--- src/rtl/icache_controller.sv ---
`default_nettype none
// ============================================================================
//  Module      : icache_controller
//  Description : Read-only instruction cache controller. Looks fetches up in
//                an external cache_memory, serves hits in one cycle, refills
//                misses from main memory one word at a time, and picks victims
//                by first-invalid way or a per-set round-robin pointer.
//  Revision    : 1.0  initial release
// ============================================================================
module icache_controller #(
    parameter  int ADDR_SIZE  = 32,
    parameter  int NUM_SETS   = 4,
    parameter  int NUM_WAYS   = 2,
    parameter  int BLOCK_SIZE = 32,
    localparam int SET_SIZE   = $clog2(NUM_SETS),
    localparam int WAY_SIZE   = $clog2(NUM_WAYS),
    localparam int TAG_SIZE   = ADDR_SIZE - SET_SIZE - 2
) (
    input  logic                  clk,
    input  logic                  rst,
    input  logic                  req_valid,
    input  logic [ADDR_SIZE-1:0]  req_addr,
    output logic                  req_ready,
    output logic                  resp_valid,
    output logic [BLOCK_SIZE-1:0] resp_data,
    output logic [SET_SIZE-1:0]   cm_set,
    output logic [TAG_SIZE-1:0]   cm_tag,
    output logic [WAY_SIZE-1:0]   cm_write_way,
    output logic                  cm_write_enable,
    output logic [BLOCK_SIZE-1:0] cm_write_data,
    input  logic [BLOCK_SIZE-1:0] cm_read_data,
    input  logic                  cm_hit,
    input  logic [WAY_SIZE-1:0]   cm_populate_way,
    input  logic                  cm_populated,
    output logic                  mem_req_valid,
    output logic [ADDR_SIZE-1:0]  mem_addr,
    input  logic                  mem_ack,
    input  logic [BLOCK_SIZE-1:0] mem_rdata,
    output logic [31:0]           hit_count,
    output logic [31:0]           miss_count
);

    localparam logic [1:0] S_IDLE   = 2'd0;
    localparam logic [1:0] S_LOOKUP = 2'd1;
    localparam logic [1:0] S_MISS   = 2'd2;
    localparam logic [1:0] S_REFILL = 2'd3;

    logic [1:0]            state_q,  state_d;
    logic [ADDR_SIZE-3:0]  addr_q,   addr_d;     // word address of the request
    logic [WAY_SIZE-1:0]   victim_q, victim_d;
    logic                  use_rr_q, use_rr_d;   // victim came from the rr pointer
    logic [BLOCK_SIZE-1:0] data_q,   data_d;
    logic [31:0]           hit_q,    hit_d;
    logic [31:0]           miss_q,   miss_d;
    logic [WAY_SIZE-1:0]   rr_ptr_q [NUM_SETS];
    logic                  rr_advance;
    logic [SET_SIZE-1:0]   set_q;
    logic                  is_idle;
    logic                  is_lookup_hit;
    logic                  is_refill;
    logic                  unused_offset;

    assign set_q         = addr_q[SET_SIZE-1:0];
    assign is_idle       = (state_q == S_IDLE);
    assign is_lookup_hit = (state_q == S_LOOKUP) && cm_hit;
    assign is_refill     = (state_q == S_REFILL);
    // Byte offset within the word never matters for a word-sized line.
    assign unused_offset = ^req_addr[1:0];

    // The array is addressed combinationally from the live request while idle
    // so the lookup result is already valid in the cycle after acceptance.
    assign cm_set          = is_idle ? req_addr[SET_SIZE+1:2] : set_q;
    assign cm_tag          = is_idle ? req_addr[ADDR_SIZE-1:SET_SIZE+2]
                                     : addr_q[ADDR_SIZE-3:SET_SIZE];
    assign req_ready       = is_idle;
    assign mem_req_valid   = (state_q == S_MISS);
    assign mem_addr        = {addr_q, 2'b00};
    assign cm_write_way    = victim_q;
    // A reset landing on the refill cycle must not leave a line behind.
    assign cm_write_enable = is_refill && rst;
    assign cm_write_data   = is_refill ? data_q : '0;
    assign resp_valid      = is_lookup_hit || is_refill;
    assign resp_data       = is_lookup_hit ? cm_read_data :
                             is_refill     ? data_q       : '0;
    assign hit_count       = hit_q;
    assign miss_count      = miss_q;

    // Next-state, victim choice and saturating statistics.
    always_comb begin
        state_d    = state_q;
        addr_d     = addr_q;
        victim_d   = victim_q;
        use_rr_d   = use_rr_q;
        data_d     = data_q;
        hit_d      = hit_q;
        miss_d     = miss_q;
        rr_advance = 1'b0;
        case (state_q)
            S_IDLE: begin
                if (req_valid) begin
                    addr_d  = req_addr[ADDR_SIZE-1:2];
                    state_d = S_LOOKUP;
                end
            end
            S_LOOKUP: begin
                if (cm_hit) begin
                    if (hit_q != 32'hFFFF_FFFF) hit_d = hit_q + 32'd1;
                    state_d = S_IDLE;
                end else begin
                    victim_d = cm_populated ? rr_ptr_q[set_q] : cm_populate_way;
                    use_rr_d = cm_populated;
                    if (miss_q != 32'hFFFF_FFFF) miss_d = miss_q + 32'd1;
                    state_d = S_MISS;
                end
            end
            S_MISS: begin
                if (mem_ack) begin
                    data_d  = mem_rdata;
                    state_d = S_REFILL;
                end
            end
            S_REFILL: begin
                rr_advance = use_rr_q;
                state_d    = S_IDLE;
            end
            default: state_d = S_IDLE;
        endcase
    end

    // State and datapath registers with synchronous active-low reset.
    always_ff @(posedge clk) begin
        if (!rst) begin
            state_q  <= S_IDLE;
            addr_q   <= '0;
            victim_q <= '0;
            use_rr_q <= 1'b0;
            data_q   <= '0;
            hit_q    <= '0;
            miss_q   <= '0;
            for (int s = 0; s < NUM_SETS; s++) rr_ptr_q[s] <= '0;
        end else begin
            state_q  <= state_d;
            addr_q   <= addr_d;
            victim_q <= victim_d;
            use_rr_q <= use_rr_d;
            data_q   <= data_d;
            hit_q    <= hit_d;
            miss_q   <= miss_d;
            if (rr_advance) rr_ptr_q[set_q] <= rr_ptr_q[set_q] + WAY_SIZE'(1);
        end
    end

endmodule
`default_nettype wire

--- config.mk ---
export PLATFORM = sky130hd
export DESIGN_NAME = icache_controller
export DESIGN_NICKNAME = d
export VERILOG_FILES = /design/src/rtl/icache_controller.sv
export SDC_FILE = /design/constraint.sdc
export NUM_CORES = 1
export LEC_CHECK = 0
export BUFFER_PORTS_ARGS = -buffer_cell sky130_fd_sc_hd__buf_2
export CORE_MARGIN = 8
export CORE_UTILIZATION = 35
export CTS_CLUSTER_DIAMETER = 200
export DETAILED_ROUTE_END_ITERATION = 12
export HOLD_SLACK_MARGIN = 0.1
export PLACE_DENSITY = 0.7
export SETUP_SLACK_MARGIN = 0.2
export SLEW_MARGIN = 20
export SYNTH_ARGS = -nofsm -noshare
export SYNTH_HDL_FRONTEND = slang
export SYNTH_SLANG_ARGS = --single-unit
--- constraint.sdc ---
create_clock -name clk -period 2.8 [get_ports clk]
set_input_delay 0.28 -clock clk [delete_from_list [all_inputs] [get_ports clk]]
set_output_delay 0.28 -clock clk [all_outputs]
set_load 0.02 [all_outputs]
# Yosys cells after proc, flatten, opt, wreduce, memory -nomap -nowiden
# Memories as Yosys holds them, arrays and structs flattened. A register that Yosys moved wholly into a read port is not among the register bits.
# Cells that the tools add are included.
# totals
inputBits	103
out_inout_bits	195
ram_bits	4
memories	1
word_cells	49
ff_bits	130
# op_classes
reduce_logical	11
eq_ne	7
bitwise_logic	1
muxes	19
add_sub_neg	3
# memory_table
memory	words	width	rd	rd_clocked_by_memory_dff	wr	line	text
rr_ptr_q	4	1	1	1	4	55	logic [WAY_SIZE-1:0] rr_ptr_q [NUM_SETS];
# op_table
op	n
$add 32x1->32 const B	2
$mux 32	2
$ne 32x32->1 const B	2
$mux 28	1
$mux 2	7
$mux 1	8
$pmux 2 s4	1
$reduce_and 2->1	4
$reduce_and 3->1	2
$eq 2x2->1 const B	2
$eq 2x1->1 const B	1
$logic_and 1x1->1	2
$logic_not 2->1	1
$ne 2x1->1 const B	1
$ne 2x2->1 const B	1
$add 1x1->1 const B	1
$logic_or 1x1->1	1
$not 1->1	1
$reduce_or 1->1	1

# Logic depth before layout (Yosys ltp)
# logic_depth
depth_word	7
depth_mapped	8
mapped_depth_nobuf	6

# Worst setup path before layout
# Ideal clock, no wire load.
# synth_timing
kind	reg-to-reg
start	register hit_q[28] (netlist: hit_count[28])
end	register hit_q[17] (netlist: hit_count[17])
path_buffers	3
setup_time_ps	115
period_less_slack_ps	2306
t_arrival_ps	2192
required_ps	2685
setup_slack_ps	494
stages_incl_launch_ff	9
path_cell_list	dfxtp_1 -> nand4_2 -> or4_1 -> buf_2 -> nor4_4 -> buf_6 -> buf_12 -> nor4_1 -> o21a_1
# synth_via
elab_chain_len	2
# synth_rtl
element	line	text
from (decl)	53	logic [31:0] hit_q, hit_d;
from (signal assigned)	147	hit_q <= hit_d;
$ne 32x32->1	107	if (hit_q != 32'hFFFF_FFFF) hit_d = hit_q + 32'd1;
$reduce_and 3->1 (no source line)	--	
# Every way passes these cells.
# A chain may end at the register's enable or synchronous reset.

==> impl_results.md <==
- Max cap viols: 0
- GP Congestion: 0.815
- Worst setup margin: around 0.43 ns
- Gr ovfl total: 0
- Req. time, crit path: around 3.1 ns
- Final Skew: ~0.0088 ns
- Cell Area, Synth: roughly 0.0067 sq mm
- Max incr delay on CP: slightly below 0.6 ns
- Asr flop ratio synth: 0%
- Final core utilization: between 50% and 60%
- Leakage power: about 4.5 nW
- FF-to-FF setup slack: 0.43 ns
- Post-synth top cells: nand2_1, dfxtp_1, a21oi_1, clkbuf_1, and3_1
- RSZ-0062 raised after global routing: no
- Final Power: around 5.4 mW
- Synth area leaders: dfxtp_1, nand2_1, a21oi_1
- Vias/cell: 5.29
- # clock sinks: between 100 and 150
- First-pass GRT wire length: 36900 microns
- Cell Pwr Density: roughly 570 mW/mm^2
- Syn_area_per_cell: just over 8 sq um
- Distinct cell type count after synthesis: 52
- Endpoints failing hold: 0
- CP Class: flip-flop to flip-flop
- Residual DRC: 0
- Largest net degree at the start of global routing: 73
- I/O Pins: slightly below 300
- TritonRoute pass-1 iters: 5
- FF-to-FF path depth: 6
- Share of layout cells above drive strength 1: between 30% and 40%
- Top cell type's share of synthesized area: a little over 40%
- Worst-path cell chain: buf_4 -> nand3b_1 -> nor3_2 -> nand2_1 -> or4_1 -> a21oi_1
- CTS Root Buffer Type: clkbuf_16
- Core region area: ~0.019 sq mm
- Top_reg_cell synth: dfxtp_1
- Worst flop-to-flop path endpoint: hit_count[9]$_SDFFE_PN0P_
- Tot GR Track Use: a little under a fifth
- Nets: 1242
- End point of the critical path: hit_count[9]$_SDFFE_PN0P_
- FILL cells: between 1500 and 2000
- Diodes inserted: 0
- Cell taking the most area after synthesis: dfxtp_1
- WL final: between 20000 and 25000 microns
- Final Max Tran Viols: 0
- Via count: between 7000 and 8000
- Min-Delay Path Class: input port to flip-flop
- Std-Cell Rows: 50
- Worst hold slack: 0.125 ns
- Initial antenna violation count: 0
- Hpwl dp: around 16000 microns
- Die area: 0.0238 sq mm
- Wire per inst: around 17 microns
- Worst relative slew slack: ~47%
- PortBufs: a little under 300
- F_max: around 420 MHz
- Tcrit/Tclk final: between 80% and 90%
- Area delta synth->final: 41.8%
- Slowest cell on crit path: or4_1
- Worst-Skew Late Latency: 0.41 ns
- CTS Buf Count: 17
- Yosys reg bits: 136
- Sequential element share of the synthesized area: 40.9%
- Yosys warnings: 0
- Max clock buf depth: 2
- Crit path max fanout: 15
- CTS tree: yes
- Worst-Margin Slew: between 0.8 and 0.9 ns
- Mapped Cells: between 800 and 900
- Number of synthesized flops with an enable pin: 1
- H-tree Lvls: 4
- Starting Density: between 30% and 40%
- Critical Path AT: 2.71 ns
- Crit path launch type: flip-flop
- Vias in the first global route: 7134
- Max IR drop VDD: ~370 uV
- Fin crit period: 2.37 ns
- Setup_tns: 0 ns
- Final setup fails: 0
- Count leader, synth: nand2_1
- Drt initial violations: between 400 and 500
- Critical Path Sink Type: flip-flop
- ANT nets after route: 0
- Die height: 154 microns
- Status: finished clean
- Worst-path clk slew: roughly 0.06 ns
- Die X: between 150 and 200 microns
- Post-place setup slack: roughly 0.26 ns
- Setup bufs post-CTS: 0
kinds of logic (layout without fill, tap and decap cells):
| kind of cell | count (synthesis) | in the layout | synth area share (%) |
|---|---|---|---|
| simple gates | 362 | 362 | 27.8 |
| fa+ha+maj | 2 | 2 | 0.375 |
| other cells | 1 | 2 | 0.0561 |
| buf+inv | 64 | 391 | 4.29 |
| mux | 42 | 42 | 6.89 |
| flops | 136 | 136 | 40.9 |
| xor+xnor | 9 | 9 | 1.18 |
| compound gates | 205 | 205 | 18.5 |
worst max-delay path: cells and delay by family (launching register included):
kind / cells / cell delay (ns)
compound gates: 1 / 0.15
buf+inv: 1 / 0.18
flops: 1 / 0.32
simple gates: 4 / 1.65
placed cells by master (no fill, tap or decap), types with 20 or more instances in the layout:
cell type | Yosys | final
a21oi_1 | 103 | 103
or4_1 | 20 | 20
o31ai_1 | 23 | 23
mux2_2 | 32 | 32
dlygate4sd3_1 | 0 | 41
nand2_1 | 165 | 165
nand3_1 | 22 | 22
buf_2 | 3 | 293
and3_1 | 42 | 42
a21o_1 | 32 | 32
dfxtp_1 | 135 | 135
or3_1 | 21 | 21
worst min path at each step:
stage | end | depth (start not counted) | start | slack (ns)
after floorplan | data_q[0]$_SDFFE_PN0P_ | 2 | mem_rdata[0] | 0.42
after detailed placement | data_q[4]$_SDFFE_PN0P_ | 2 | data_q[4]$_SDFFE_PN0P_ | 0.44
final | addr_q[24]$_SDFFE_PN0P_ | 3 | req_addr[26] | 0.12
after global placement | data_q[29]$_SDFFE_PN0P_ | 2 | data_q[29]$_SDFFE_PN0P_ | 0.44
after global routing | addr_q[11]$_SDFFE_PN0P_ | 3 | req_addr[13] | 0.10
after CTS | addr_q[17]$_SDFFE_PN0P_ | 3 | req_addr[19] | 0.10
layout make-up:
class / instances / area, sq um / share of cell area, %
clock buffers: 21 / 482 / 5.09
clock inverters: 10 / 236 / 2.50
inverters: 8 / 32.5 / 0.343
multi-input cells: 622 / 3670 / 38.8
flip-flops and latches: 136 / 2730 / 28.8
well taps: 234 / 293 / 3.09
repair buffers: 352 / 2020 / 21.4
report_power, final:
part | internal, mW | total (mW) | switching (mW)
clock | 1.87 | 2.74 | 0.871
sequential | 1.98 | 2.01 | 0.0337
combinational | 0.254 | 0.615 | 0.360
total | 4.10 | 5.37 | 1.26
sequential cells by signal, summed over array words and instances (netlist names), named ones only:
signal        count
hit_count        32
cm_write_way      1
rr_ptr_q          4
use_rr_q          1
miss_count       32
data_q           32
addr_q           30
state_q           1
metal layers:
| layer | global-route usage [%] | wire length (microns) |
|---|---|---|
| met5 | 0 | 0 |
| met2 | 32.0 | 11500 |
| met3 | 5.86 | 1600 |
| met4 | 6.63 | 419 |
| met1 | 21.9 | 9480 |
what timing repair did:
action	CTS	global route
hold endpoints to repair	40	1
gates resized for setup	0	1
hold buffers	40	1
endpoints found under the setup margin	0	7
stage by stage:
| stage | std cells | cell area (sq um) |
|---|---|---|
| final | 1383 | 9470 |
| after global routing | 1383 | 9470 |
| after CTS | 1382 | 9460 |
| after detailed placement | 1311 | 8340 |
| after global placement | 1311 | 8340 |
| after floorplan | 822 | 6680 |
Note: power is estimated with default switching activity, not from simulation.
